==> src/rtl/instr_dcd_burst.sv <==
// ----------------------------------------------------------------------------
// instr_dcd_burst
// Burst-capable SPI instruction decoder. Each chip-select frame carries one
// command byte followed by any number of data bytes. Every data byte turns
// into one register write (write command) or one register read (read
// command, with a read issued immediately after the command byte so the
// first reply is ready in time). Optional address auto-increment wraps from
// ADDR_LAST back to 0.
//
// Ports
//   clk_i          peripheral clock, rising edge
//   rst_i          synchronous active-high reset
//   frame_start_i  one-cycle pulse, chip-select asserted
//   frame_end_i    one-cycle pulse, chip-select deasserted
//   byte_sync_i    one-cycle pulse, data_in_i holds a complete byte
//   data_in_i      received SPI byte
//   data_out_o     byte to shift out on MISO (registered)
//   read_o         one-cycle register read strobe
//   write_o        one-cycle register write strobe
//   addr_o         register address (registered)
//   data_read_i    register read data, valid in the cycle read_o=1
//   data_write_o   register write data (registered)
//   busy_o         high from frame_start until frame_end
//   xfer_cnt_o     data bytes serviced in this frame, saturating
//
// Command byte: [DATA_W-1]=RW (1=write), [DATA_W-2]=INC, [ADDR_W-1:0]=base.
// ----------------------------------------------------------------------------
module instr_dcd_burst #(
   parameter int DATA_W    = 8,
   parameter int ADDR_W    = 6,
   parameter int ADDR_LAST = 2**ADDR_W-1,
   parameter int CNT_W     = 8
) (
   input  logic              clk_i,
   input  logic              rst_i,
   input  logic              frame_start_i,
   input  logic              frame_end_i,
   input  logic              byte_sync_i,
   input  logic [DATA_W-1:0] data_in_i,
   output logic [DATA_W-1:0] data_out_o,
   output logic              read_o,
   output logic              write_o,
   output logic [ADDR_W-1:0] addr_o,
   input  logic [DATA_W-1:0] data_read_i,
   output logic [DATA_W-1:0] data_write_o,
   output logic              busy_o,
   output logic [CNT_W-1:0]  xfer_cnt_o
);

   localparam logic [ADDR_W-1:0] ADDR_LAST_C = ADDR_W'(ADDR_LAST);
   localparam logic [CNT_W-1:0]  CNT_MAX_C   = {CNT_W{1'b1}};

   typedef enum logic [1:0] {
      ST_IDLE  = 2'd0,
      ST_CMD   = 2'd1,
      ST_WDATA = 2'd2,
      ST_RDATA = 2'd3
   } state_e;

   state_e              state_q, state_d;
   logic                inc_q, inc_d;
   logic [ADDR_W-1:0]   addr_q, addr_d;
   logic [DATA_W-1:0]   data_out_q, data_out_d;
   logic [DATA_W-1:0]   data_write_q, data_write_d;
   logic                read_q, read_d;
   logic                write_q, write_d;
   logic                busy_q, busy_d;
   logic [CNT_W-1:0]    cnt_q, cnt_d;

   // Next register address with wrap at the programmable last address.
   function automatic logic [ADDR_W-1:0] addr_next(input logic [ADDR_W-1:0] a);
      logic [ADDR_W-1:0] n;
      if (a == ADDR_LAST_C) begin
         n = {ADDR_W{1'b0}};
      end else begin
         n = a + {{(ADDR_W-1){1'b0}}, 1'b1};
      end
      return n;
   endfunction

   // Saturating increment of the data-byte counter.
   function automatic logic [CNT_W-1:0] cnt_next(input logic [CNT_W-1:0] c);
      logic [CNT_W-1:0] n;
      if (c == CNT_MAX_C) begin
         n = c;
      end else begin
         n = c + {{(CNT_W-1){1'b0}}, 1'b1};
      end
      return n;
   endfunction

   // Next-state and next-output computation for the decoder FSM.
   always_comb begin
      state_d      = state_q;
      inc_d        = inc_q;
      addr_d       = addr_q;
      data_out_d   = data_out_q;
      data_write_d = data_write_q;
      read_d       = 1'b0;
      write_d      = 1'b0;
      busy_d       = busy_q;
      cnt_d        = cnt_q;

      if (frame_start_i) begin
         // New frame (or abort of the running one): any byte in flight is dropped.
         state_d    = ST_CMD;
         busy_d     = 1'b1;
         cnt_d      = {CNT_W{1'b0}};
         data_out_d = {DATA_W{1'b0}};
      end else begin
         case (state_q)
            ST_IDLE: begin
               state_d = ST_IDLE;
            end
            ST_CMD: begin
               if (byte_sync_i) begin
                  inc_d  = data_in_i[DATA_W-2];
                  addr_d = data_in_i[ADDR_W-1:0];
                  if (data_in_i[DATA_W-1]) begin
                     state_d = ST_WDATA;
                  end else begin
                     // Prefetch the first read so its data is on MISO for byte 1.
                     state_d = ST_RDATA;
                     read_d  = 1'b1;
                  end
               end else begin
                  state_d = ST_CMD;
               end
            end
            ST_WDATA: begin
               // Advance only once the write strobe has used the current address.
               if (write_q && inc_q) begin
                  addr_d = addr_next(addr_q);
               end else begin
                  addr_d = addr_q;
               end
               if (byte_sync_i) begin
                  write_d      = 1'b1;
                  data_write_d = data_in_i;
                  cnt_d        = cnt_next(cnt_q);
               end else begin
                  write_d = 1'b0;
               end
            end
            ST_RDATA: begin
               if (read_q) begin
                  data_out_d = data_read_i;
               end else begin
                  data_out_d = data_out_q;
               end
               if (byte_sync_i) begin
                  // Previous reply has been shifted; fetch the next one.
                  cnt_d  = cnt_next(cnt_q);
                  read_d = 1'b1;
                  if (inc_q) begin
                     addr_d = addr_next(addr_q);
                  end else begin
                     addr_d = addr_q;
                  end
               end else begin
                  read_d = 1'b0;
               end
            end
            default: begin
               state_d = ST_IDLE;
            end
         endcase

         // A coincident byte is still processed above; only the frame closes here.
         if (frame_end_i) begin
            state_d    = ST_IDLE;
            busy_d     = 1'b0;
            data_out_d = {DATA_W{1'b0}};
         end else begin
            busy_d = busy_q;
         end
      end
   end

   // State and output registers with synchronous reset.
   always_ff @(posedge clk_i) begin
      if (rst_i) begin
         state_q      <= ST_IDLE;
         inc_q        <= 1'b0;
         addr_q       <= {ADDR_W{1'b0}};
         data_out_q   <= {DATA_W{1'b0}};
         data_write_q <= {DATA_W{1'b0}};
         read_q       <= 1'b0;
         write_q      <= 1'b0;
         busy_q       <= 1'b0;
         cnt_q        <= {CNT_W{1'b0}};
      end else begin
         state_q      <= state_d;
         inc_q        <= inc_d;
         addr_q       <= addr_d;
         data_out_q   <= data_out_d;
         data_write_q <= data_write_d;
         read_q       <= read_d;
         write_q      <= write_d;
         busy_q       <= busy_d;
         cnt_q        <= cnt_d;
      end
   end

   assign data_out_o   = data_out_q;
   assign read_o       = read_q;
   assign write_o      = write_q;
   assign addr_o       = addr_q;
   assign data_write_o = data_write_q;
   assign busy_o       = busy_q;
   assign xfer_cnt_o   = cnt_q;

endmodule

==> config.mk <==
export PLATFORM = sky130hd
export DESIGN_NAME = instr_dcd_burst
export DESIGN_NICKNAME = d
export VERILOG_FILES = /design/src/rtl/instr_dcd_burst.sv
export SDC_FILE = /design/constraint.sdc
export NUM_CORES = 1
export LEC_CHECK = 0
export ABC_AREA = 1
export CORE_UTILIZATION = 40
export CTS_BUF_LIST = sky130_fd_sc_hd__clkbuf_4 sky130_fd_sc_hd__clkbuf_8
export DETAILED_ROUTE_END_ITERATION = 12
export PLACE_DENSITY = 0.77
export RECOVER_POWER = 50
export SYNTH_ARGS = -nofsm -noshare
export SYNTH_HDL_FRONTEND = slang
export SYNTH_SLANG_ARGS = --single-unit
==> constraint.sdc <==
create_clock -name clk_i -period 3.6 [get_ports clk_i]
set_clock_uncertainty 0.05 [all_clocks]
set_input_delay 0.54 -clock clk_i [delete_from_list [all_inputs] [get_ports clk_i]]
set_output_delay 0.54 -clock clk_i [all_outputs]
set_load 0.005 [all_outputs]
Yosys cells after proc, flatten, opt, wreduce, memory -nomap -nowiden:

Index checks and enable logic that the tools add are counted.

* add/sub/neg operators: 2
* equality and inequality tests: 9
* mux-type cells: 17
* bitwise gates (word level): 3
* reduce and logical (&&, ||, !) cells: 15

Operators by type and width (count)
* 6-bit two-way mux: 5
* 6-bit one-hot mux with 3 select lines: 1
* 3-bit AND reduction: 3
* 8-bit by 1-bit adder with 8-bit output (second input constant): 1
* 8-bit == test (second input constant): 1
* 1-bit two-way mux: 8
* 2-bit != test (second input constant): 4
* 6-bit by 1-bit adder with 6-bit output (second input constant): 1
* 6-bit == test (second input constant): 1
* 6-bit AND reduction: 1
* 3-bit OR reduction: 2
* 2-bit == test (second input constant): 2
* 2-bit one-hot mux with 2 select lines: 1
* 2-bit nonzero test: 2
* 4-bit nonzero test: 1
* 2-bit OR reduction: 2
* 1-bit inverter: 3
* 3-bit nonzero test: 1
* 2-bit by 1-bit == test with 1-bit output (second input constant): 1
* 2-bit logical NOT: 1
* 2-bit two-way mux: 1
* 1-bit one-hot mux with 2 select lines: 1
* 2-bit AND reduction: 1
* 1-bit logical AND: 1

* bits in registers: 36
* input bits: 21
* word-level logic and storage cells: 56

Longest topological paths before layout:

* word-level depth: 5
* mapped depth: 9

Worst setup path before layout:

No wires, ideal clock.

* path kind: flip-flop to flip-flop
* from: register cnt_q[0], in the netlist xfer_cnt_o[0]
* to: register cnt_q[0], in the netlist xfer_cnt_o[0]
* setup time: 0.116 ns
* arrival time: 1.126 ns
* slack: 2.309 ns
* stages on the path, launching flop included: 9
* buffers on the path: 0
* cells stage by stage: dfxtp_1 > ha_1 > nand2_1 > nor2_2 > nand2_1 > nand2_4 > inv_2 > nor2_1 > nor2_1

* longest elaborated chain between the ends: 3
* elaborated cells on any way between the ends: 4
* those cells by class: 1 x add/sub; 1 x eq/ne; 1 x bitwise; 1 x reduce/logical

RTL lines
* start: declaration: RTL line 68 `logic [CNT_W-1:0] cnt_q, cnt_d;`
* start signal: assignment: RTL line 191 `cnt_q <= {CNT_W{1'b0}};`
* start signal: assignment: RTL line 201 `cnt_q <= cnt_d;`
* parallel branches: the longest is 3 deep, another holds 8-bit by 1-bit adder with 8-bit output

Several ways; the timed one is not identified.
A chain may end at the register's enable or synchronous reset.

Final worst setup path:

* from: input byte_sync_i
* to: register data_write_q[2], in the netlist data_write_o[2]

* longest elaborated chain between the ends: 1

RTL lines
* start: declaration: RTL line 38 `input logic byte_sync_i,`
* 3-bit AND reduction (no line)
* end signal: assignment: RTL line 187 `data_write_q <= {DATA_W{1'b0}};`
* end signal: assignment: RTL line 197 `data_write_q <= data_write_d;`
* end: declaration: RTL line 64 `logic [DATA_W-1:0] data_write_q, data_write_d;`

No other way between the ends.

==> flow_summary_export.csv <==
group,metric,value,unit
setup_path,crit_family,"simple AND/OR/NAND/NOR gates",
synthesis,synth_ff_type,"dfxtp_1",
setup_path,critPathArrivalTime,2.55,ns
setup_path,cp_slowest_cell,"nor3_1",
sta,final_max_slew_viol_count,0,
global_routing,grt_pass1_vias,1448,
global_routing,antenna_found_initial,0,
sta,slew_headroom,38.2,%
sta,min_period_over_period,67.5,%
place,io_buffer_count,53,
pwr,switching_share,22.0,%
setup_path,critPathKind,"primary input to register",
setup_path,cp-startpoint,"byte_sync_i",
synthesis,async_reset_ff_share,0,%
clock_tree,ctsHoldBuffers,0,
setup_path,cp_max_fo,10,
layout,fin_area,2270,um2
route,wirelength,3.78,mm
place,globalplace.congestion,0.839,
setup_path,required,3.72,ns
setup_path,path_cells,"dlygate4sd3_1 -> nand2_4 -> nor3_1 -> inv_1 -> nor2_1 -> nor2_1",
job,cap_viol_max_count,0,
floorplan,die_x,66.4,um
global_routing,grt_pass1_wl,6.27,mm
clock_tree,h-tree-depth,2,
clock_tree,clkSinkCount,36,
clock_tree,post_cts_buffers,0,
floorplan,die_area,4410,um2
layout,drive_gt1_share,4.84,%
setup_path,cp_common_cell,"nor2_1",
setup_path,timing.rr.start,"state_q[1]$_SDFFE_PP0P_",
pwr,power_density,317,nW/um2
setup_path,worst_r2r_path_depth,5,
pwr,netSwitchingPower,0.159,mW
clock_tree,cts_tree,"built",
pwr,p_leak,0.934,nW
setup_path,r2r_setup_slack,1.43,ns
layout,num_antenna_cells,0,
sta,rsz0062_at_grt,"no",
sta,setup_slack,1.17,ns
synthesis,synth-seq-area-share,43.5,%
synthesis,ys_warn_count,0,
pwr,ir_drop,0.205,mV
hold_path,holdCritPathClass,"register to register",
clock_tree,cts_buffers,5,
sta,worst_pin_slew,0.920,ns
route,drt-vias-per-instance,4.86,
clock_tree,insertion_delay,0.29,ns
clock_tree,post_cts_resized,0,
synthesis,synth_edf_count,0,
route,initialDrtViolationCount,55,
sta,hold_violations,0,
floorplan,io_pins,54,
hold_path,min_from,"data_out_o[7]$_SDFFE_PP0P_",
global_routing,grt_max_degree,17,
setup_path,cp-start-kind,"primary input",
synthesis,syn_area,1660,um2
synthesis,synth_seq_cells,36,
sta,fmax,412,MHz
outcome,status,"finished, final reports clean",
floorplan,core_region_area,4000,um2
hold_path,holdPathEnd,"data_out_o[7]$_SDFFE_PP0P_",
hold_path,hold_depth,2,
place,dpl_cell_area,2220,um2
sta,whs,0.389,ns
synthesis,syn_inst,235,
floorplan,rows,23,
place,dp.cells,334,
sta,fin_crit,2.43,ns
layout,layout.cells.non_filler,339,
route,dr.pass1.iters,6,
layout,synthToLayoutAreaGrowth,37.1,%
synthesis,synth_fp_nets,258,
layout,nets,314,
route,via_count,1646,
route,wl_per_cell,11.1,um
place,pre_cts_ws,1.57,ns
sta,setup_tns,0,ns
pwr,intPower,0.562,mW
global_routing,globalRoute.totalOverflow,0,
pwr,p_clk_share,34.6,%
route,drc,0,
setup_path,critPathMaxStageDelay,0.72,ns
place,hpwl,2.80,mm
route,antenna_left,0,
floorplan,start_util,41.4,%
clock_tree,root_buffer,"clkbuf_8",
clock_tree,path_clk_slew,0.06,ns
pwr,finalPower,0.720,mW
floorplan,die_h,66.4,um
pwr,power_frac_comb,8.5,%
setup_path,cp_num_buf_inv,2,
synthesis,synth.avg_cell_area,7.05,um2
layout,final_util,56.8,%
synthesis,synth_cell_types,26,
clock_tree,clock_path_buffers,2,
setup_path,end_kind,"register",
pwr,seq_power_share,56.9,%
global_routing,track_usage,18.8,%
sta,setup_viol,0,
setup_path,r2r-end,"data_write_o[2]$_SDFFE_PP0P_",
layout by cell type (no fill, tap or decap), types with 3 or more instances in the layout:
cell | Yosys | final
a21oi_1 | 18 | 18
nor2_1 | 42 | 42
clkbuf_8 | 0 | 5
dlygate4sd3_1 | 0 | 18
inv_2 | 5 | 3
clkdlybuf4s50_1 | 0 | 35
nand4_1 | 3 | 3
o21ai_0 | 22 | 23
nand3_1 | 10 | 10
xor2_1 | 3 | 3
dfxtp_1 | 36 | 36
inv_1 | 25 | 27
nand2_1 | 47 | 48
worst max-delay path by stage:
| stage | endpoint | slack (ns) | depth (start not counted) |
|---|---|---|---|
| after detailed placement | read_o$_SDFF_PP0_ | 1.57 | 4 |
| final | data_write_o[2]$_SDFFE_PP0P_ | 1.17 | 6 |
| after CTS | addr_o[2] | 1.71 | 1 |
| after global routing | data_write_o[4]$_SDFFE_PP0P_ | 0.98 | 6 |
| after floorplan | xfer_cnt_o[0]$_SDFFE_PP0P_ | 2.31 | 8 |
| after global placement | data_write_o[1]$_SDFFE_PP0P_ | 1.57 | 6 |
layer usage:
metal	routed length, um	track usage, %	up-vias
li1	-	-	861
met1	1770	22.9	718
met2	1640	30.2	61
met3	309	6.38	6
met4	55	7.71	0
met5	0	0	-
cells by family (layout without fill, tap and decap cells):
kind of cell    Yosys count  after routing  synth area share, %
flops                    36             36                 43.5
buf+inv                  35             89                 8.83
compound gates           47             47                 14.6
fa+ha+maj                 2              2                 1.51
simple gates            111            111                 29.4
xor+xnor                  4              4                 2.11
flip-flops by register name, indices dropped and copies added, names as in the netlist, 2 cells and up:
register,count
addr_o,6
state_q,2
data_out_o,8
data_write_o,8
xfer_cnt_o,8
worst register-to-register path: stages, from the launching register on:
cell and delay, ns:
dfxtp_1 0.63, nand2_4 0.09, nor3_1 0.72, inv_1 0.34, nor2_1 0.18, nor2_1 0.06
Yosys cell counts (2+ instances only):
library cell,number,area [um2]
a211oi_1,2,15.0
a21oi_1,18,90.1
a31oi_1,2,12.5
dfxtp_1,36,721
ha_1,2,25.0
inv_1,25,93.8
inv_2,5,18.8
nand2_1,47,176
nand2_4,3,33.8
nand3_1,10,50.1
nand4_1,3,18.8
nor2_1,42,158
nor2_2,2,12.5
o21ai_0,22,110
o21ai_1,3,15.0
xor2_1,3,26.3
power groups by stage:
| stage | registers (mW) | clock network, mW | logic [mW] |
|---|---|---|---|
| floorplan | 0.418 | 0 | 0.0262 |
| global placement | 0.419 | 0 | 0.0633 |
| detailed placement | 0.419 | 0 | 0.0635 |
| CTS | 0.410 | 0.257 | 0.0641 |
| global route | 0.410 | 0.277 | 0.0672 |
| finish | 0.410 | 0.249 | 0.0615 |
cell type report:
| cell class | instances | area [um2] |
|---|---|---|
| fill | 380 | 1730 |
| multi-input combinational | 164 | 772 |
| sequential | 36 | 721 |
| timing repair buffer | 53 | 531 |
| inverter | 31 | 119 |
| clock buffer | 5 | 68.8 |
| tap | 50 | 62.6 |
Note: power is estimated with default switching activity, not from simulation.
